--- config.mk ---
export PLATFORM = sky130hd
export DESIGN_NAME = pwm_multi_gen_flat
export DESIGN_NICKNAME = d
export VERILOG_FILES = /design/src/rtl/pwm_pkg.sv /design/src/rtl/pwm_multi_gen_if.sv /design/src/rtl/pwm_chan.sv /design/src/rtl/pwm_multi_gen.sv /design/src/flat_wrapper.sv
export SDC_FILE = /design/constraint.sdc
export NUM_CORES = 1
export LEC_CHECK = 0
export BUFFER_PORTS_ARGS = -buffer_cell sky130_fd_sc_hd__buf_2
export CORE_ASPECT_RATIO = 0.9
export CORE_MARGIN = 10
export CORE_UTILIZATION = 50
export DETAILED_ROUTE_END_ITERATION = 10
export GPL_TIMING_DRIVEN = 0
export PLACE_DENSITY_LB_ADDON = 0.05
export SYNTH_ARGS = -nofsm -noshare
export SYNTH_HDL_FRONTEND = slang
export SYNTH_HIERARCHICAL = 1
export SYNTH_SLANG_ARGS = --single-unit
--- constraint.sdc ---
create_clock -name clk -period 4 [get_ports clk]
set_clock_uncertainty 0.15 [all_clocks]
set_input_delay 0 -clock clk [delete_from_list [all_inputs] [get_ports clk]]
set_output_delay 0 -clock clk [all_outputs]
set_load 0.005 [all_outputs]
--- src/rtl/pwm_pkg.sv ---
`default_nettype none
// ============================================================================
// Module      : pwm_pkg
// Description : Shared constants and the per-channel function field layout.
// Revision    : 1.0 - initial release
// ============================================================================
package pwm_pkg;

  localparam int FUNC_W = 3;

  localparam logic [1:0] MODE_LEFT      = 2'b00;
  localparam logic [1:0] MODE_RIGHT     = 2'b01;
  localparam logic [1:0] MODE_UNALIGNED = 2'b10;  // any mode with bit 1 set

  typedef struct packed {
    logic       invert;
    logic [1:0] mode;
  } func_t;

endpackage
`default_nettype wire

--- src/rtl/pwm_multi_gen_if.sv ---
`default_nettype none
// ============================================================================
// Module      : pwm_multi_gen_if
// Description : Control/status bundle between the regs block and the PWM engine.
// Revision    : 1.0 - initial release
// ============================================================================
interface pwm_multi_gen_if #(
  parameter int CH = 4,
  parameter int CW = 16,
  parameter int PW = 8
);
  logic              en;
  logic              count_reset;
  logic              upnotdown;
  logic [PW-1:0]     prescale;
  logic [CW-1:0]     period;
  logic [CH-1:0]     pwm_en;
  logic [3*CH-1:0]   functions;
  logic [CW*CH-1:0]  compare1;
  logic [CW*CH-1:0]  compare2;
  logic [CW-1:0]     count_val;
  logic              period_evt;
  logic [CH-1:0]     pwm_out;

  modport master (
    output en, count_reset, upnotdown, prescale, period, pwm_en,
           functions, compare1, compare2,
    input  count_val, period_evt, pwm_out
  );

  modport slave (
    input  en, count_reset, upnotdown, prescale, period, pwm_en,
           functions, compare1, compare2,
    output count_val, period_evt, pwm_out
  );
endinterface
`default_nettype wire

--- src/rtl/pwm_chan.sv ---
`default_nettype none
// ============================================================================
// Module      : pwm_chan
// Description : One PWM channel: shadowed compare/function regs, compare, output flop.
// Revision    : 1.0 - initial release
// ============================================================================
module pwm_chan
  import pwm_pkg::*;
#(
  parameter int CW = 16
) (
  input  wire logic              clk,
  input  wire logic              rst,
  input  wire logic              i_load,
  input  wire logic [CW-1:0]     i_cnt,
  input  wire logic              i_en,
  input  wire logic [FUNC_W-1:0] i_func,
  input  wire logic [CW-1:0]     i_c1,
  input  wire logic [CW-1:0]     i_c2,
  output logic                   o_pwm
);

  func_t         r_func;
  logic [CW-1:0] r_c1;
  logic [CW-1:0] r_c2;
  logic          r_pwm;
  logic          w_raw;

  always_ff @(posedge clk) begin
    if (rst) begin
      r_func <= '0;
      r_c1   <= '0;
      r_c2   <= '0;
    end else if (i_load) begin
      r_func <= func_t'(i_func);
      r_c1   <= i_c1;
      r_c2   <= i_c2;
    end
  end

  always_comb begin
    w_raw = 1'b0;
    if (r_func.mode[1])
      w_raw = (i_cnt >= r_c1) && (i_cnt < r_c2);
    else if (r_func.mode == MODE_RIGHT)
      w_raw = (i_cnt >= r_c1);
    else
      w_raw = (i_cnt < r_c1);
  end

  // Disable wins over invert so a disabled channel always idles low.
  always_ff @(posedge clk) begin
    if (rst)
      r_pwm <= 1'b0;
    else
      r_pwm <= i_en ? (w_raw ^ r_func.invert) : 1'b0;
  end

  assign o_pwm = r_pwm;

endmodule
`default_nettype wire

--- src/rtl/pwm_multi_gen.sv ---
`default_nettype none
// ============================================================================
// Module      : pwm_multi_gen
// Description : Prescaled up/down timebase driving CH double-buffered PWM channels.
// Revision    : 1.0 - initial release
// ============================================================================
module pwm_multi_gen
  import pwm_pkg::*;
#(
  parameter int CH = 4,
  parameter int CW = 16,
  parameter int PW = 8
) (
  input  wire logic        clk,
  input  wire logic        rst,
  pwm_multi_gen_if.slave   bus
);

  localparam logic [CW-1:0] c_cnt_one = CW'(1);
  localparam logic [PW-1:0] c_psc_one = PW'(1);

  logic [PW-1:0] r_psc;
  logic [CW-1:0] r_cnt;
  logic [CW-1:0] r_period_act;
  logic          r_upnd_act;
  logic          r_evt;

  logic          w_tick;
  logic          w_wrap;
  logic          w_load;
  logic [CW-1:0] w_cnt_reload;
  logic [CH-1:0] w_pwm;

  assign w_tick       = bus.en && (r_psc == bus.prescale);
  assign w_wrap       = w_tick && (r_upnd_act ? (r_cnt == r_period_act) : (r_cnt == '0));
  assign w_load       = bus.count_reset || !bus.en || w_wrap;
  // Restart value follows the incoming direction/period, not the old active ones.
  assign w_cnt_reload = bus.upnotdown ? '0 : bus.period;

  always_ff @(posedge clk) begin
    if (rst) begin
      r_psc        <= '0;
      r_cnt        <= '0;
      r_period_act <= '0;
      r_upnd_act   <= 1'b1;
      r_evt        <= 1'b0;
    end else if (bus.count_reset) begin
      r_psc        <= '0;
      r_cnt        <= w_cnt_reload;
      r_period_act <= bus.period;
      r_upnd_act   <= bus.upnotdown;
      r_evt        <= 1'b0;
    end else if (!bus.en) begin
      r_period_act <= bus.period;
      r_upnd_act   <= bus.upnotdown;
      r_evt        <= 1'b0;
    end else begin
      r_evt <= w_wrap;
      if (w_tick) begin
        r_psc <= '0;
        if (w_wrap) begin
          r_cnt        <= w_cnt_reload;
          r_period_act <= bus.period;
          r_upnd_act   <= bus.upnotdown;
        end else if (r_upnd_act) begin
          r_cnt <= r_cnt + c_cnt_one;
        end else begin
          r_cnt <= r_cnt - c_cnt_one;
        end
      end else begin
        r_psc <= r_psc + c_psc_one;
      end
    end
  end

  generate
    for (genvar i = 0; i < CH; i++) begin : g_chan
      pwm_chan #(.CW(CW)) u_chan (
        .clk    (clk),
        .rst    (rst),
        .i_load (w_load),
        .i_cnt  (r_cnt),
        .i_en   (bus.pwm_en[i]),
        .i_func (bus.functions[FUNC_W*i +: FUNC_W]),
        .i_c1   (bus.compare1[CW*i +: CW]),
        .i_c2   (bus.compare2[CW*i +: CW]),
        .o_pwm  (w_pwm[i])
      );
    end
  endgenerate

  assign bus.count_val  = r_cnt;
  assign bus.period_evt = r_evt;
  assign bus.pwm_out    = w_pwm;

endmodule
`default_nettype wire

--- src/flat_wrapper.sv ---
// flat-port wrapper written by rule: the top's interface ports become plain ports
module pwm_multi_gen_flat import pwm_pkg::*;
#(
  parameter int CH = 4,
  parameter int CW = 16,
  parameter int PW = 8
)
  (clk, rst, bus_en, bus_count_reset, bus_upnotdown, bus_prescale, bus_period, bus_pwm_en, bus_functions, bus_compare1, bus_compare2, bus_count_val, bus_period_evt, bus_pwm_out);
  pwm_multi_gen_if #(.CH(CH), .CW(CW), .PW(PW)) bus_i ();
  input  wire logic clk;
  input  wire logic rst;
  input wire logic [$bits(bus_i.en)-1:0] bus_en;
  input wire logic [$bits(bus_i.count_reset)-1:0] bus_count_reset;
  input wire logic [$bits(bus_i.upnotdown)-1:0] bus_upnotdown;
  input wire logic [$bits(bus_i.prescale)-1:0] bus_prescale;
  input wire logic [$bits(bus_i.period)-1:0] bus_period;
  input wire logic [$bits(bus_i.pwm_en)-1:0] bus_pwm_en;
  input wire logic [$bits(bus_i.functions)-1:0] bus_functions;
  input wire logic [$bits(bus_i.compare1)-1:0] bus_compare1;
  input wire logic [$bits(bus_i.compare2)-1:0] bus_compare2;
  output wire logic [$bits(bus_i.count_val)-1:0] bus_count_val;
  output wire logic [$bits(bus_i.period_evt)-1:0] bus_period_evt;
  output wire logic [$bits(bus_i.pwm_out)-1:0] bus_pwm_out;
  assign bus_i.en = bus_en;
  assign bus_i.count_reset = bus_count_reset;
  assign bus_i.upnotdown = bus_upnotdown;
  assign bus_i.prescale = bus_prescale;
  assign bus_i.period = bus_period;
  assign bus_i.pwm_en = bus_pwm_en;
  assign bus_i.functions = bus_functions;
  assign bus_i.compare1 = bus_compare1;
  assign bus_i.compare2 = bus_compare2;
  assign bus_count_val = bus_i.count_val;
  assign bus_period_evt = bus_i.period_evt;
  assign bus_pwm_out = bus_i.pwm_out;
  pwm_multi_gen #(.CH(CH), .CW(CW), .PW(PW)) u_core (.clk(clk), .rst(rst), .bus(bus_i));
endmodule
### Word level (Yosys, flattened, before mapping)

Cells that the tools add are included.

* flip-flop bits (word level): 186
* bits of input ports: 173
* output and inout bits: 21
* word-level logic and storage cells: 101

* $add $sub $neg: 3
* magnitude comparators: 12
* eq/ne operators: 8
* muxes and demuxes: 24
* bitwise gates (word level): 9
* reduce and logical (&&, ||, !) cells: 20

Operators with widths (count)
* 2-to-1 mux 16 bit: 10
* < comparator 16 bit: 8
* >= comparator 16 bit: 4
* adder 16 x 1 -> 16 bit (second input constant): 1
* == test 16 bit: 1
* logical NOT 16 bit: 1
* subtractor 16 x 1 -> 16 bit (second input constant): 1
* 2-to-1 mux 1 bit: 13
* OR reduction 2 bit: 5
* adder 8 x 1 -> 8 bit (second input constant): 1
* == test 2 x 1 -> 1 bit (second input constant): 4
* == test 8 bit: 1
* 2-to-1 mux 8 bit: 1
* logical AND 1 bit: 6
* inequality test 3 x 1 -> 1 bit (second input constant): 2
* inverter 1 bit: 5
* AND reduction 2 bit: 2
* nonzero test 2 bit: 2
* bitwise XOR 1 bit: 4
* OR reduction 3 bit: 1
* logical OR 1 bit: 2
* logical NOT 1 bit: 1

### Logic depth before layout (Yosys ltp)

* depth after elaboration: 7
* depth in mapped cells: 13
* gate-level depth less buffers: 8

### Hierarchy

The synthesis kept the hierarchy.

Modules (own cells, without submodules)
* pwm_chan: instances 4, cells an instance 236, area each 2102.0 µm², seq. area each 720.7 µm²
* pwm_multi_gen: instances 1, cells an instance 371, area each 3105.5 µm², seq. area each 840.8 µm²

### Least setup slack after synthesis

No wires, ideal clock.

* path type: reg-to-reg
* start: reg u_core.r_cnt[9] (netlist: u_core/bus.count_val[9])
* end: reg u_core.g_chan[0].u_chan.r_c1[0]
* setup time: 0.128 ns
* arrival: 2.936 ns
* required time: 3.722 ns
* setup slack: 0.786 ns
* cell stages (with the launch flop): 13
* buffers on the path: 4
* clock period less this slack: 3.214 ns
* cell sequence: dfxtp_1 > xnor2_1 > nand4_1 > nor4_1 > a21o_1 > a21oi_1 > buf_2 > buf_2 > inv_1 > clkbuf_1 > buf_2 > mux2i_1 > nor2_1

* word-level cells in the longest chain between the ends: 4
* elaborated cells between the ends (all ways): 5
* those cells by class: 1 x eq/ne; 1 x mux; 3 x reduce/logical

Ends and longest elaborated chain
* start, declared: RTL line pwm_multi_gen.sv:23 `logic [CW-1:0] r_cnt;`
* start signal, assigned: RTL line pwm_multi_gen.sv:49 `r_cnt <= w_cnt_reload;`
* start signal, assigned: RTL line pwm_multi_gen.sv:62 `r_cnt <= w_cnt_reload;`
* start signal, assigned: RTL line pwm_multi_gen.sv:66 `r_cnt <= r_cnt + c_cnt_one;`
* == test 16 bit or logical NOT 16 bit (tied branches): RTL line pwm_multi_gen.sv:35 `assign w_wrap = w_tick && (r_upnd_act ? (r_cnt == r_period_act) : (r_cnt == '0));`
* 2-to-1 mux 1 bit *: RTL line pwm_multi_gen.sv:35
* logical AND 1 bit *: RTL line pwm_multi_gen.sv:35
* logical OR 1 bit *: RTL line pwm_multi_gen.sv:36 `assign w_load = bus.count_reset || !bus.en || w_wrap;`
* net u_core.w_load: RTL line pwm_multi_gen.sv:30 `logic w_load;`
* end signal, assigned: RTL line pwm_chan.sv:36 `r_c1 <= i_c1;`
* end, declared: RTL line pwm_chan.sv:24 `logic [CW-1:0] r_c1;`

The timed path passes the listed nets; every way through them passes the cells marked *.
A chain may end at the register's enable or synchronous reset.

### Worst setup path after layout

* start: reg u_core.r_cnt[9] (netlist: u_core/bus.count_val[9])
* end: reg u_core.g_chan[1].u_chan.r_c1[10]

* word-level cells in the longest chain between the ends: 4
* elaborated cells between the ends (all ways): 5
* those cells by class: 1 x eq/ne; 1 x mux; 3 x reduce/logical

Ends and longest elaborated chain (RTL line)
* == test 16 bit or logical NOT 16 bit (tied branches): pwm_multi_gen.sv:35
* 2-to-1 mux 1 bit *: pwm_multi_gen.sv:35
* logical AND 1 bit *: pwm_multi_gen.sv:35
* logical OR 1 bit *: pwm_multi_gen.sv:36
* net u_core.w_load: pwm_multi_gen.sv:30
* end signal, assigned: pwm_chan.sv:36
* end, declared: pwm_chan.sv:24

Marked as above.

==> flow_metrics.py <==
metrics = {
    "sta": {
        "whs_ns": 0.0133,
        "maxSlewHeadroom_pct": 41.5,
        "fmax_mhz": 267,
        "finalCritPeriodShare_pct": 93.8,
        "period_needed_ns": 3.75,
        "rsz0062_at_grt": "false",
        "drv_slew": 0,
        "tns_ns": 0,
        "hold_viol": 0,
        "tightestPinTransition_ns": 0.870,
        "setup_viol": 0,
    },
    "drt": {
        "drc": 0,
        "dr.pass1.iters": 5,
        "via_per_inst": 5.38,
        "vias": 10800,
        "first_iter_violations": 851,
        "ant_nets": 0,
        "wl_um": 35900,
        "wire_per_inst_um": 18.0,
    },
    "global_route": {
        "grt_usage_pct": 23.5,
        "gr-total-overflow": 0,
        "grt_pass1_wl_um": 56300,
        "grt_max_degree": 19,
        "grt_pass1_vias": 10700,
        "antenna_found_initial": 1,
    },
    "power_and_ir_drop": {
        "swShare_pct": 30.2,
        "p_int_uw": 3310,
        "peakVddDrop_v": 0.000296,
        "p_switching_uw": 1430,
        "finalPower_uw": 4740,
        "clockPowerShare_pct": 35.3,
        "p_leak_uw": 0.00733,
        "p_comb_share_pct": 20.7,
        "seqPwrFrac_pct": 44.0,
        "power_density_mw_per_mm2": 314,
    },
    "die": {
        "core_mm2": 0.0226,
        "start_util_pct": 51.0,
        "die_y_um": 164,
        "die-area_mm2": 0.0295,
        "ios": 194,
        "fp.dieW_um": 180,
        "rows": 52,
    },
    "synth": {
        "synth_compound_area_share_pct": 11.3,
        "synth.most_common_cell": "dfxtp_1",
        "synth_top_area_share_pct": 32.3,
        "ys_types": 61,
        "synthMuxAreaShare_pct": 13.9,
        "async_flop_share_pct": 0,
        "synth_common_cells": "dfxtp_1 (186), nor2_1 (170), mux2i_1 (157), inv_1 (143), ha_1 (139)",
        "synth_nets": 1628,
        "yosys.area_share.simple_pct": 17.7,
        "yosysWarningCount": 6,
        "synth_edf_count": 0,
        "syn_inst": 1315,
        "synth_top_family_by_area": "simple AND/OR/NAND/NOR gates",
        "ys_seq_area_share_pct": 32.3,
        "yosys.area_share.adder_pct": 15.3,
        "synth_xor_area_share_pct": 3.12,
        "synth_area_leaders": "dfxtp_1 (32%), ha_1 (15%), mux2i_1 (14%)",
        "synthFlopType": "dfxtp_1",
        "synth-seq-cells": 186,
        "netlist_area_mm2": 0.0115,
        "synth.avg_cell_area_um2": 8.76,
        "synth_top_cell_by_area": "dfxtp_1",
    },
    "critical_path": {
        "critPathSlowestCell": "dfxtp_2",
        "crit_chain": "xnor2_1 -> nand4_1 -> nor4_4 -> a21o_1 -> a21oi_1 -> buf_2 -> buf_2 -> inv_1 -> clkbuf_2 -> buf_2 -> mux2i_1 -> nor2_1",
        "path_max_fanout": 13,
        "critPathCaptureType": "flip-flop",
        "cp_common_cell": "buf_2",
        "critical_path_class": "reg -> reg",
        "cp_data_arrival_time_ns": 3.91,
        "worstPathBufferInverterCount": 5,
        "crit_required_ns": 4.16,
        "crit_path_max_incr_delay_ns": 0.63,
        "start_kind": "flip-flop",
        "cp_top_family": "buffers and inverters",
    },
    "clock_network": {
        "cts_buffers": 17,
        "clock_latency_ns": 0.43,
        "cts_root_buffer": "clkbuf_16",
        "cts_sinks": 186,
        "h-tree-depth": 4,
        "post_cts.repair.setup_buffers": 0,
        "cts.clk_slew.worst_paths_ns": 0.07,
        "clockBufferDepth": 2,
        "cts_tree": "yes",
    },
    "final_layout": {
        "drive_above_1_share_pct": 16.3,
        "nNetsFinal": 2004,
        "num-fill-cells": 1867,
        "final_util_pct": 66.9,
        "diodes": 0,
        "area_delta_synth_final_pct": 31.2,
        "postLayoutCellArea_mm2": 0.0151,
    },
    "placement": {
        "place.gp.congestion": 0.877,
        "dpl.hpwl_um": 24300,
        "io_buffers": 193,
        "dpl_cell_area_mm2": 0.0129,
    },
    "worst_hold_path": {
        "min_path_type": "in -> reg",
    },
    "job": {
        "cap_violations": 0,
    },
    "run_status": {
        "status": "finished, final reports clean",
    },
}
-- through the flow --
stage | setup WS, ns | std cells
5_1_grt | 0.0998 | 2001
2_1_floorplan | 0.786 | 1315
6_report | 0.249 | 2001
3_3_place_gp | -0.628 | 1805
3_5_place_dp | -0.684 | 1805
4_1_cts | 0.0158 | 2001
-- power groups by stage --
stage | Combinational (µW) | Clock, µW | Sequential (µW)
floorplan | 590 | 0 | 2080
global placement | 817 | 0 | 2120
detailed placement | 835 | 0 | 2130
CTS | 965 | 1700 | 2090
global route | 1100 | 1780 | 2100
finish | 980 | 1670 | 2090
-- metal layers --
metal | vias up | track usage [%] | wire, µm
met3 | 33 | 4.60 | 2170
met5 | - | 0 | 7
met2 | 338 | 40.1 | 16900
met4 | 2 | 6.53 | 548
met1 | 5017 | 29.9 | 16300
li1 | 5374 | - | -
-- final timing paths --
path / start / endpoint / slack [ns] / cells past startpoint
worst min register to register: u_core/r_period_act[10] / u_core/r_period_act[10] / 0.34 / 2
worst max register to register: u_core/bus.count_val[9] / u_core/g_chan[1].u_chan/r_c1[10] / 0.25 / 12
worst max-delay path: u_core/bus.count_val[9] / u_core/g_chan[1].u_chan/r_c1[10] / 0.25 / 12
worst min-delay path: rst / u_core/r_period_act[13] / 0.01 / 3
-- sequential cells by signal (all words and copies together), names as in the netlist --
register and count:
u_core/g_chan.u_chan/r_c1 64, u_core/g_chan.u_chan/r_c2 64, u_core/bus.count_val 16, u_core/r_period_act 16
u_core/g_chan.u_chan/r_func 12, u_core/r_psc 8, u_core/g_chan.u_chan/o_pwm 4, u_core/bus.period_evt 1
u_core/r_upnd_act 1
-- layout by cell type (no fill, tap or decap), types with 5 or more instances in the layout --
cell,instances
buf_2,208
nor2_1,170
dfxtp_1,170
dlygate4sd3_1,164
mux2i_1,157
inv_1,143
ha_1,139
a21oi_1,59
nand2b_1,52
nand2_1,47
xnor2_1,32
nand3_1,32
nand4_1,28
o21ai_0,28
clkbuf_1,27
clkbuf_16,17
o21ai_1,12
nor3_1,11
and3_1,11
a211oi_1,11
dfxtp_2,11
a211o_1,9
xor2_1,9
nor4_1,8
or3_1,8
a41oi_1,7
a22oi_1,7
nor4_2,6
a21o_1,6
and4_1,6
o32ai_1,5
a2bb2oi_1,5
dfxtp_4,5
-- cells by family (layout without fill, tap and decap cells) --
logic type | count (synthesis) | after routing
compound gates | 193 | 193
xor+xnor | 41 | 41
fa+ha+maj | 140 | 140
buf+inv | 189 | 578
flops | 186 | 186
mux | 160 | 160
simple gates | 406 | 406
-- worst reg2reg max path: cells and delay by family, from the launching register on --
kind	cells	cell delay, ns
compound gates	2	0.33
buf+inv	5	1.39
flops	1	0.63
xor+xnor	1	0.19
mux	1	0.29
simple gates	3	0.65
-- final cells by class --
cell class / count / area [µm²] / share of cell area (%)
Timing Repair Buffer: 357 / 2610 / 17.3
Tap cell: 297 / 372 / 2.46
Clock inverter: 14 / 125 / 0.828
Multi-Input combinational cell: 940 / 7080 / 46.8
Sequential cell: 186 / 3760 / 24.9
Buffer: 46 / 196 / 1.30
Clock buffer: 18 / 439 / 2.91
Inverter: 143 / 537 / 3.55
-- repair_timing --
action	4_1_cts	5_1_grt
hold buffers	164	0
cloned	0	0
hold endpoints to repair	180	0
endpoints found under the setup margin	140	78
resized for setup	20	8
No activity file was read; power rests on OpenSTA's default activity.
